**src/rtl/count_pkg.sv**
```systemverilog
// Shared types for the reload controller: FSM state encoding and a
// configuration record sized for the default counter width.
package count_pkg;

  localparam int DEF_WIDTH = 5;

  typedef enum logic {
    IDLE = 1'b0,
    RUN  = 1'b1
  } ctrl_state_e;

  // One timer configuration: count reload..limit, optionally only once.
  typedef struct packed {
    logic [DEF_WIDTH-1:0] reload;
    logic [DEF_WIDTH-1:0] limit;
    logic                 oneshot;
  } cfg_t;

  // Configuration in force after reset: full-range free-running period.
  function automatic cfg_t cfg_default();
    cfg_t c;
    c.reload  = '0;
    c.limit   = '1;
    c.oneshot = 1'b0;
    return c;
  endfunction

endpackage

```
**src/rtl/cfg_shadow_reg.sv**
```systemverilog
// Two-stage configuration store: a one-entry pending slot filled through
// the valid/ready handshake, and the active set the timer runs from.
// Pending moves to active only when the controller pulses i_apply.
module cfg_shadow_reg
  import count_pkg::*;
#(
  parameter int WIDTH = DEF_WIDTH
) (
  input  logic             clk,
  input  logic             rst_,
  input  logic             i_cfg_valid,
  input  logic [WIDTH-1:0] i_cfg_reload,
  input  logic [WIDTH-1:0] i_cfg_limit,
  input  logic             i_cfg_oneshot,
  input  logic             i_apply,
  output logic             o_cfg_ready,
  output logic             o_pend_valid,
  output logic [WIDTH-1:0] o_pend_reload,
  output logic [WIDTH-1:0] o_act_reload,
  output logic [WIDTH-1:0] o_act_limit,
  output logic             o_act_oneshot
);

  logic             r_pend_valid;
  logic [WIDTH-1:0] r_pend_reload;
  logic [WIDTH-1:0] r_pend_limit;
  logic             r_pend_oneshot;
  logic [WIDTH-1:0] r_act_reload;
  logic [WIDTH-1:0] r_act_limit;
  logic             r_act_oneshot;
  logic             w_accept;

  // Accept only into an empty slot, so accept and apply never collide.
  assign w_accept = i_cfg_valid && !r_pend_valid;

  // Pending/active registers: apply drains the slot, accept fills it.
  always_ff @(posedge clk) begin
    if (!rst_) begin
      r_pend_valid   <= 1'b0;
      r_pend_reload  <= '0;
      r_pend_limit   <= '0;
      r_pend_oneshot <= 1'b0;
      r_act_reload   <= '0;
      r_act_limit    <= '1;
      r_act_oneshot  <= 1'b0;
    end else if (i_apply && r_pend_valid) begin
      r_act_reload  <= r_pend_reload;
      r_act_limit   <= r_pend_limit;
      r_act_oneshot <= r_pend_oneshot;
      r_pend_valid  <= 1'b0;
    end else if (w_accept) begin
      r_pend_reload  <= i_cfg_reload;
      r_pend_limit   <= i_cfg_limit;
      r_pend_oneshot <= i_cfg_oneshot;
      r_pend_valid   <= 1'b1;
    end
  end

  assign o_cfg_ready   = !r_pend_valid;
  assign o_pend_valid  = r_pend_valid;
  assign o_pend_reload = r_pend_reload;
  assign o_act_reload  = r_act_reload;
  assign o_act_limit   = r_act_limit;
  assign o_act_oneshot = r_act_oneshot;

endmodule

```
**src/rtl/count_reload_ctrl.sv**
```systemverilog
// Reload controller for an external WIDTH-bit loadable up-counter.
// Holds the counter at reload while idle; while running, reloads it when
// it reaches limit and emits a one-cycle tick per completed period.
//
// Config handshake: a transfer happens at a rising clk edge where
// cfg_valid && cfg_ready; cfg_reload/cfg_limit/cfg_oneshot are captured
// then. cfg_ready stays low while a captured config waits for the next
// period boundary (every cycle in IDLE, the hit cycle in RUN).
module count_reload_ctrl
  import count_pkg::*;
#(
  parameter int WIDTH = DEF_WIDTH
) (
  input  logic             clk,
  input  logic             rst_,
  input  logic             start,
  input  logic             stop,
  input  logic             cfg_valid,
  output logic             cfg_ready,
  input  logic [WIDTH-1:0] cfg_reload,
  input  logic [WIDTH-1:0] cfg_limit,
  input  logic             cfg_oneshot,
  input  logic [WIDTH-1:0] count,
  output logic             load,
  output logic [WIDTH-1:0] data,
  output logic             tick,
  output logic             running,
  output ctrl_state_e      dbg_state
);

  ctrl_state_e      r_state;
  ctrl_state_e      w_state_nxt;
  logic             r_tick;
  logic             w_hit;
  logic             w_apply;
  logic             w_pend_valid;
  logic [WIDTH-1:0] w_pend_reload;
  logic [WIDTH-1:0] w_act_reload;
  logic [WIDTH-1:0] w_act_limit;
  logic             w_act_oneshot;

  cfg_shadow_reg #(.WIDTH(WIDTH)) u_cfg (
    .clk           (clk),
    .rst_          (rst_),
    .i_cfg_valid   (cfg_valid),
    .i_cfg_reload  (cfg_reload),
    .i_cfg_limit   (cfg_limit),
    .i_cfg_oneshot (cfg_oneshot),
    .i_apply       (w_apply),
    .o_cfg_ready   (cfg_ready),
    .o_pend_valid  (w_pend_valid),
    .o_pend_reload (w_pend_reload),
    .o_act_reload  (w_act_reload),
    .o_act_limit   (w_act_limit),
    .o_act_oneshot (w_act_oneshot)
  );

  assign w_hit = (count == w_act_limit);

  // Next state, boundary (apply) pulse and counter load control.
  always_comb begin
    w_state_nxt = r_state;
    w_apply     = 1'b0;
    load        = 1'b1;
    case (r_state)
      IDLE: begin
        w_apply = 1'b1;
        load    = 1'b1;
        if (start && !stop) w_state_nxt = RUN;
      end
      RUN: begin
        w_apply = w_hit;
        load    = w_hit;
        if (stop) w_state_nxt = IDLE;
        else if (w_hit && w_act_oneshot) w_state_nxt = IDLE;
      end
      default: w_state_nxt = IDLE;
    endcase
    // Load the reload of whichever config governs the next period, so a
    // config applied at this boundary starts its own range immediately.
    data = (w_apply && w_pend_valid) ? w_pend_reload : w_act_reload;
  end

  // State register and tick, which fires in the cycle after each hit.
  always_ff @(posedge clk) begin
    if (!rst_) begin
      r_state <= IDLE;
      r_tick  <= 1'b0;
    end else begin
      r_state <= w_state_nxt;
      r_tick  <= (r_state == RUN) && w_hit;
    end
  end

  assign tick      = r_tick;
  assign running   = (r_state == RUN);
  assign dbg_state = r_state;

endmodule
```
**config.mk**
```make
export PLATFORM = sky130hd
export DESIGN_NAME = count_reload_ctrl
export DESIGN_NICKNAME = d
export VERILOG_FILES = /design/src/rtl/count_pkg.sv /design/src/rtl/cfg_shadow_reg.sv /design/src/rtl/count_reload_ctrl.sv
export SDC_FILE = /design/constraint.sdc
export NUM_CORES = 1
export LEC_CHECK = 0
export ABC_AREA = 1
export ABC_CLOCK_PERIOD_IN_PS = 3200
export CAP_MARGIN = 20
export CORE_MARGIN = 8
export CORE_UTILIZATION = 49
export DETAILED_ROUTE_END_ITERATION = 12
export PLACE_DENSITY = 0.93
export SLEW_MARGIN = 0
export SYNTH_ARGS = -nofsm -noshare
export SYNTH_HDL_FRONTEND = slang
export SYNTH_SLANG_ARGS = --single-unit
```
**constraint.sdc**
```tcl
create_clock -name clk -period 3.2 [get_ports clk]
set_input_delay 0.32 -clock clk [delete_from_list [all_inputs] [get_ports clk]]
set_output_delay 0.32 -clock clk [all_outputs]
set_load 0.005 [all_outputs]
```
==> out/qor.csv <==
metric,value,unit
max-slew violation count,0,
placed cells,203,
"Req. time, crit path",2.88,ns
"Distinct cells, synth",18,
non-filler instance count after layout,207,
chip width,63.1,µm
Seq cells post-synth,25,
vias in the first global route,925,
core area,2150,µm²
syn nets,172,
setup repair bufs after CTS,0,
diode count,0,
CP Max Fanout,13,
Root Buffer,clkbuf_4,
gr ovfl total,0,
Leakage,0.000672,µW
DRT met1 WL,1040,µm
run status,"finished, final reports clean",
full die area,3980,µm²
H-Tree Depth,1,
VDD IR max,259,µV
Fill cells,180,
clock share of power,21.7,%
WL/cell,11.4,µm
most frequent cell after synthesis,nand2_1,
WL final,2350,µm
Worst setup SP type,input pin,
number of port buffers,30,
f_max,396,MHz
"Clk Latency, worst-skew pair",0.31,ns
Relative slew margins,62.4,%
post-CTS sizing,0,
Final Hold Fails,0,
die height,63.1,µm
CP Class,input pin to output port,
Synth Flop Type,dfxtp_1,
first-pass GRT wire length,3990,µm
Power Density,444,nW/µm²
metal2 WL,1170,µm
Top Ports,31,
share of post-route cells with drive strength above 1,6.15,%
setup TNS,0,ns
Layout Nets,201,
DRC viols,0,
share of the synthesized area in the top cell type,46.1,%
Switching Fraction,27.3,%
GRT Util Overall,12.1,%
net switching power,171,µW
synth cell count leaders,"27 x nand2_1, 26 x inv_1, 25 x dfxtp_1, 25 x nor2_1, 12 x nand3_1",
Mapped Area,1090,µm²
Clock Sinks,25,
CTS Hold Bufs,0,
Initial Util,50.6,%
Setup Skew,0.00348,ns
sequential group share of total power,56.6,%
initial antenna violation count,0,
CTS tree,done,
Int Pwr,454,µW
Worst Path Arrival,2.20,ns
dpl hpwl,1840,µm
row count,17,
Hold Path Class,register to register,
Gate Count Post-Synth,151,
"EDFF count, synth",0,
post-synthesis async set-or-reset flop share,0,%
Max Used Layer,met4,
Final Setup Violations,0,
WL met3,101,µm
RSZ-0062 raised after global routing,false,
CTS max path bufs,2,
Final min period,2.52,ns
utilization after layout,65.5,%
Comb power frac,21.7,%
max cap viols,0,
clk slew on worst S/H paths,0.13,ns
Synth area leaders,"dfxtp_1 46%, nand2_1 9.3%, inv_1 9.0%",
largest net degree at the start of global routing,20,
cts bufs inserted,3,
part of the cycle the worst path needs,78.9,%
Synth Warn #,0,
initial drt markers,31,
Yosys top cell by area,dfxtp_1,
Syn Area/Cell,7.19,µm²
crit path capture type,output port,
synthesis-to-finish area growth,29.5,%
DR vias,1006,
Pre-antenna DRT Iters,4,
RD Place Congestion,0.856,
"antenna viol nets, final",0,
vias per cell,4.86,
Worst-Margin Slew,0.562,ns
sequential element share of the synthesized area,46.1,%
[power groups by stage]
stage / clock, µW / combinational [µW] / sequential, µW
finish: 135 / 136 / 354
global route: 155 / 151 / 358
CTS: 140 / 137 / 354
detailed placement: 0 / 136 / 361
global placement: 0 / 130 / 359
floorplan: 0 / 80.1 / 354
[state kept, by name, summed over array words and instances, names as in the netlist]
signal	flops
dbg_state	1
tick	1
u_cfg.o_act_limit	5
u_cfg.o_act_oneshot	1
u_cfg.o_act_reload	5
u_cfg.o_pend_reload	5
u_cfg.o_pend_valid	1
u_cfg.r_pend_limit	5
u_cfg.r_pend_oneshot	1
[critical path: stages]
cell and delay (ns):
clkdlybuf4s50_1 0.48, inv_1 0.05, nand2_1 0.05, nand2_1 0.05, nor2_1 0.12, nand3_2 0.13, nand2_4 0.18, nand2_4 0.11
nand2_1 0.09, nand2_1 0.07, inv_1 0.06, clkdlybuf4s50_1 0.50
[worst paths after layout]
check                                    startpoint                   end  slack, ns  cells past startpoint
worst max-delay path                       count[1]               data[2]       0.68                     12
worst min-delay path            u_cfg.o_act_oneshot             dbg_state       0.46                      1
worst max register to register   u_cfg.o_pend_valid  u_cfg.r_pend_oneshot       1.46                      5
worst min register to register  u_cfg.o_act_oneshot             dbg_state       0.46                      1
[cells by family after synthesis]
| group | after synthesis | share of synthesized area (%) |
|---|---|---|
| compound gates | 20 | 9.22 |
| flops | 25 | 46.1 |
| simple gates | 73 | 31.0 |
| buf+inv | 32 | 12.9 |
| xor+xnor | 1 | 0.807 |
[layer usage]
layer / vias up / global-route usage (%)
met3: 5 / 2.83
met2: 26 / 21.0
li1: 520 / -
met4: 0 / 7.69
met5: - / 0
met1: 455 / 12.7
[layout by cell type (no fill, tap or decap), drive strengths merged]
cell type | synthesis | routed
nor2 | 26 | 26
clkdlybuf4s50 | 0 | 30
a21oi | 7 | 7
xnor2 | 1 | 1
nor3 | 1 | 1
nand3 | 16 | 16
clkinv | 0 | 1
inv | 26 | 26
o21ai | 13 | 13
clkbuf | 2 | 3
nand3b | 1 | 1
nand2 | 29 | 29
dfxtp | 25 | 25
[area by class of cell]
| cell class | count | area (µm²) | share of cell area (%) |
|---|---|---|---|
| clock buffer | 3 | 22.5 | 1.60 |
| clock inverter | 1 | 5.00 | 0.356 |
| inverter | 26 | 97.6 | 6.94 |
| multi-input combinational | 94 | 445 | 31.7 |
| sequential | 25 | 500 | 35.6 |
| tap | 28 | 35.0 | 2.49 |
| timing repair buffer | 30 | 300 | 21.4 |
[per-stage QoR]
step	area, µm²	power [µW]	hold slack (ns)	worst slack [ns]
CTS	1410	631	0.460	0.672
global placement	1380	489	0.421	0.739
floorplan	1090	435	0.410	1.79
global route	1410	664	0.481	0.508
finish	1410	625	0.459	0.676
detailed placement	1380	497	0.432	0.684
No activity file was read; power rests on OpenSTA's default activity.
